## src/rtl/wb_gpio_irq.sv

```systemverilog
// wb_gpio_irq: Wishbone GPIO slave with per-pin direction, synchronised inputs and edge/level interrupts.
// Define WB_GPIO_IRQ_SETCLR_EN to implement the OUT_SET/OUT_CLR registers.
module wb_gpio_irq #(
  parameter int unsigned WIDTH       = 32,
  parameter int unsigned SYNC_STAGES = 2,
  parameter logic [31:0] RESET_DIR   = '0,
  parameter logic [31:0] RESET_OUT   = '0
) (
  input  logic             wb_clk_i,
  input  logic             wb_rst_n_i,
  input  logic [2:0]       wb_adr_i,
  input  logic [31:0]      wb_dat_i,
  input  logic [3:0]       wb_sel_i,
  input  logic             wb_we_i,
  input  logic             wb_cyc_i,
  input  logic             wb_stb_i,
  output logic [31:0]      wb_dat_o,
  output logic             wb_ack_o,
  input  logic [WIDTH-1:0] gpio_i,
  output logic [WIDTH-1:0] gpio_o,
  output logic [WIDTH-1:0] gpio_dir_o,
  output logic             irq_o
);
  localparam logic [2:0] PRIME_CNT = 3'(SYNC_STAGES + 1);
  logic [WIDTH-1:0] out_q, out_d, dir_q, dir_d, en_q, en_d, type_q, type_d, pol_q, pol_d;
  logic [WIDTH-1:0] edge_q, edge_d, prev_q, m, wm, sync, status, ev, din;
  logic [SYNC_STAGES*WIDTH-1:0] sh_q;
  logic [2:0] cnt_q, cnt_d;
  logic [31:0] dat_q, dat_d, rd, bmask;
  logic ack_q, irq_q, irq_d, req, wr, prime;
  logic unused_ok;
  assign req = wb_cyc_i & wb_stb_i & ~ack_q;
  assign wr = req & wb_we_i;
  assign bmask = {{8{wb_sel_i[3]}}, {8{wb_sel_i[2]}}, {8{wb_sel_i[1]}}, {8{wb_sel_i[0]}}};
  assign m = bmask[WIDTH-1:0];
  assign wm = wb_dat_i[WIDTH-1:0] & m;
  assign sync = sh_q[SYNC_STAGES*WIDTH-1 -: WIDTH];
  assign prime = cnt_q == PRIME_CNT;
  // Edge detection is held off until the synchroniser has flushed its reset zeros
  assign ev = type_q & {WIDTH{prime}} & ((pol_q & sync & ~prev_q) | (~pol_q & ~sync & prev_q));
  assign status = (type_q & edge_q) | (~type_q & ~(sync ^ pol_q));
  assign din = (dir_q & out_q) | (~dir_q & sync);
  assign unused_ok = ^{wb_dat_i, bmask};
  always_comb begin
    dir_d = wr && wb_adr_i == 3'd1 ? (dir_q & ~m) | wm : dir_q;
    en_d = wr && wb_adr_i == 3'd2 ? (en_q & ~m) | wm : en_q;
    type_d = wr && wb_adr_i == 3'd3 ? (type_q & ~m) | wm : type_q;
    pol_d = wr && wb_adr_i == 3'd4 ? (pol_q & ~m) | wm : pol_q;
    edge_d = (edge_q & ~(wm & {WIDTH{wr && wb_adr_i == 3'd5}})) | ev;
`ifdef WB_GPIO_IRQ_SETCLR_EN
    out_d = wr && wb_adr_i == 3'd6 ? out_q | wm :
            wr && wb_adr_i == 3'd7 ? out_q & ~wm :
            wr && wb_adr_i == 3'd0 ? (out_q & ~m) | wm : out_q;
`else
    out_d = wr && wb_adr_i == 3'd0 ? (out_q & ~m) | wm : out_q;
`endif
    cnt_d = prime ? cnt_q : cnt_q + 3'd1;
    irq_d = |(status & en_q);
    case (wb_adr_i)
      3'd0: rd = 32'(din);
      3'd1: rd = 32'(dir_q);
      3'd2: rd = 32'(en_q);
      3'd3: rd = 32'(type_q);
      3'd4: rd = 32'(pol_q);
      3'd5: rd = 32'(status);
      default: rd = '0;
    endcase
    dat_d = req && !wb_we_i ? rd : '0;
  end
  always_ff @(posedge wb_clk_i or negedge wb_rst_n_i) begin
    if (!wb_rst_n_i) begin
      out_q <= RESET_OUT[WIDTH-1:0];
      dir_q <= RESET_DIR[WIDTH-1:0];
      en_q <= '0;
      type_q <= '0;
      pol_q <= '0;
      edge_q <= '0;
      prev_q <= '0;
      sh_q <= '0;
      cnt_q <= '0;
      dat_q <= '0;
      ack_q <= 1'b0;
      irq_q <= 1'b0;
    end else begin
      out_q <= out_d;
      dir_q <= dir_d;
      en_q <= en_d;
      type_q <= type_d;
      pol_q <= pol_d;
      edge_q <= edge_d;
      prev_q <= sync;
      sh_q <= {sh_q[(SYNC_STAGES-1)*WIDTH-1:0], gpio_i};
      cnt_q <= cnt_d;
      dat_q <= dat_d;
      ack_q <= req;
      irq_q <= irq_d;
    end
  end
  assign wb_dat_o = dat_q;
  assign wb_ack_o = ack_q;
  assign gpio_o = out_q;
  assign gpio_dir_o = dir_q;
  assign irq_o = irq_q;
endmodule
```

## config.mk

```make
export PLATFORM = sky130hd
export DESIGN_NAME = wb_gpio_irq
export DESIGN_NICKNAME = d
export VERILOG_FILES = /design/src/rtl/wb_gpio_irq.sv
export SDC_FILE = /design/constraint.sdc
export NUM_CORES = 1
export LEC_CHECK = 0
export BUFFER_PORTS_ARGS = -buffer_cell sky130_fd_sc_hd__buf_4
export CORE_MARGIN = 2
export CORE_UTILIZATION = 35
export CTS_CLUSTER_SIZE = 24
export DETAILED_ROUTE_END_ITERATION = 10
export GPL_TIMING_DRIVEN = 0
export PLACE_DENSITY = 0.51
export SETUP_SLACK_MARGIN = 0.5
export SLEW_MARGIN = 20
export SYNTH_ARGS = -nofsm -noshare
export SYNTH_HDL_FRONTEND = slang
export SYNTH_SLANG_ARGS = --single-unit
```

## constraint.sdc

```tcl
create_clock -name wb_clk_i -period 1.97 [get_ports wb_clk_i]
set_input_delay 0.394 -clock wb_clk_i [delete_from_list [all_inputs] [get_ports wb_clk_i]]
set_output_delay 0.394 -clock wb_clk_i [all_outputs]
set_load 0.1 [all_outputs]
```

==> results.md <==
* Port Buf Inserts at about 170
* Initial Util at 0.354
* H-tree levels at 2
* First-pass GRT wire length at slightly below 70 mm
* Largest net degree at the start of global routing at 95
* Most common cell in the netlist: dfrtp_1
* Syn_nets at between 1000 and 1500
* Mean Syn Cell Area at roughly 13 um^2
* Required time worst endpoint at roughly 2.4 ns
* ANT nets after route at 0
* Sw Pwr at 6.53 mW
* Top post-synthesis cells by area: dfrtp_1, mux2_2, ha_1
* Nature of the critical path startpoint: flip-flop
* GRT Overall Usage at 0.212
* Worst-Margin Slew at 1.10 ns
* Hold crit path type: input pin to asynchronous set/reset pin
* Yosys reg bits at ~330
* Total gr overflow at 0
* Final HPWL DP at 29.9 mm
* Max-slew violations at 0
* Net count, final at around 1600
* Initial DRT Pass Iterations at 5
* Routed wire per std cell at about 23 um
* Unrepaired setup endpoints after global routing: yes
* Fin crit share at 0.970
* Clock latency at the later pin of the worst-skew pair at between 0.5 and 0.6 ns
* Max_cap viols at 0
* Fin cells at 2033
* TritonCTS buffer count at 38
* Main synth FF type: dfrtp_1
* Antenna violations before repair at 3
* DR vias at about 11000
* Crit Path Category: flip-flop to flip-flop
* Critical Path Sink Type: flip-flop
* CTS Buffer Depth at 3
* CP max FO at 2
* Failing checks: negative hold slack
* DR vias/cell at ~5.2
* CTS Sinks at ~330
* Cell count after synthesis at around 1100
* Synth top area share at 0.564
* Worst IR Drop VDD at 510 uV
* CTS clk-pin slew, worst paths at about 0.060 ns
* P_leak at just over 10 nW
* Cell Area, Synth at around 0.014 mm^2
* Syn-to-layout area delta at 52.4%
* Number of core rows at between 70 and 80
* Die ar. at roughly 0.043 mm^2
* Internal at 14.2 mW
* IO Count at between 150 and 200
* Sw Ratio at 0.315
* PD cells at about 940 mW/mm^2
* Inst Count DP at roughly 1800
* Horiz. Die Dim at roughly 210 um
* Clock share of power at 0.332
* Worst rel slew slack at 0.268
* Fraction of layout cells with a size suffix above 1 at 0.559
* CP Data Arrival Time at 2.29 ns
* Final setup viols at 0
* Post-synth EDFFs at 0
* Synthesis Warnings at 0
* Routed WL at around 47 mm
* Drc violations at 0
* Synth top cells by count: dfrtp_1, mux2_2, inv_1
* Final hold violations at 73
* Die H at ~210 um
* Post-synth top area cell: dfrtp_1
* Tmin final at between 1.5 and 2 ns
* Hold_ws at -0.174 ns
* Core ar. at 0.0407 mm^2
* Starting DRC count in detailed routing at ~630
* Clk_skew at approximately 0.014 ns
* Max Freq at around 520 MHz
* Final GP Congestion at between 0.8 and 0.9
* Cell variety after synth at 44
* Pwr Total at around 21 mW
* Status: complete, but fails checks
* Combinational power share at 0.270
* Root Buffer: clkbuf_16
* Util after Layout at 0.540
* Post-synthesis sequential area ratio at 0.564
* CTS tree: built
* Vias in the first global route at ~11000
* Sequential share of power at 0.398
* Ys async rst share at 1.00
* Hold buffers post-CTS at 32
[worst max-delay path, cell delays in order (launching register included)]
cell and delay, ns:
dfrtp_1 0.39, inv_2 0.06, ha_4 0.27, mux2i_2 0.09
a22oi_2 0.20, nand4_1 0.21, or4_4 0.55
[area by class of cell]
type                            count  area [um^2]
Tap cell                          532          666
Clock inverter                      6         32.5
Buffer                             41          470
Multi-Input combinational cell    646         7330
Fill cell                        3422        18800
Sequential cell                   325         8190
Clock buffer                       59         1180
Inverter                           93          349
Timing Repair Buffer              329         3760
Antenna cell                        2         5.00
[worst paths after layout]
kind / startpoint / endpoint / slack [ns] / cells after the start
setup reg to reg: sh_q[62]$_DFF_PN0_ / irq_o$_DFF_PN0_ / 0.06 / 6
min in group wb_clk_i: wb_dat_i[14] / flip-flop / 0.16 / 2
max in group asynchronous: wb_rst_n_i / asynchronous set/reset pin / 0.75 / 3
hold / removal: wb_rst_n_i / asynchronous set/reset pin / -0.17 / 1
hold reg to reg: sh_q[15]$_DFF_PN0_ / sh_q[47]$_DFF_PN0_ / 0.34 / 0
setup / recovery: sh_q[62]$_DFF_PN0_ / irq_o$_DFF_PN0_ / 0.06 / 6
[per-stage QoR]
step | setup slack [ns] | cell area [um^2] | TNS [ns]
final | 0.0598 | 22000 | 0
after floorplan | 0.0763 | 14600 | 0
after global placement | -3.31 | 16500 | -956.62
after detailed placement | -1.18 | 16600 | -72.75
after global routing | -0.0218 | 22000 | -0.0218
after CTS | 0.0806 | 19900 | 0
[repair_timing]
action / 4_1_cts / 5_1_grt
resized for setup: 298 / 410
pin swaps: 34 / 47
endpoints found under the hold margin: 105 / 73
setup endpoints to repair: 326 / 325
buffers inserted: 71 / 55
[cell families after synthesis]
| group | synth area share |
|---|---|
| compound gates | 0.0983 |
| xor+xnor | 0.000607 |
| fa+ha+maj | 0.0572 |
| buf+inv | 0.0362 |
| flops | 0.564 |
| mux | 0.195 |
| simple gates | 0.0487 |
[power by group through the flow]
stage / Combinational (mW) / Clock (mW) / Sequential (mW)
6_report: 5.60 / 6.90 / 8.25
5_1_grt: 5.92 / 7.34 / 8.34
4_1_cts: 4.72 / 7.07 / 8.18
3_5_place_dp: 3.87 / 0 / 8.30
3_3_place_gp: 3.80 / 0 / 8.27
2_1_floorplan: 1.48 / 0 / 9.38
[layer usage]
metal  track usage  up-vias  part of all wire
met5             0        -           0.00021
met4        0.0727        2             0.033
met3        0.0396       91             0.047
met2         0.332      273              0.47
met1         0.296     5461              0.45
li1              -     4738                 -
[cells in the final DEF (no fill, tap or decap), drive strengths merged, types with 26 or more instances in the layout]
master / n
o21ai: 26
a32o: 32
nand2: 84
a22oi: 39
mux2i: 32
clkbuf: 79
dfrtp: 325
buf: 318
mux2: 211
ha: 66
inv: 93
dlygate4sd3: 32
Power figures use the tool's default switching activity.
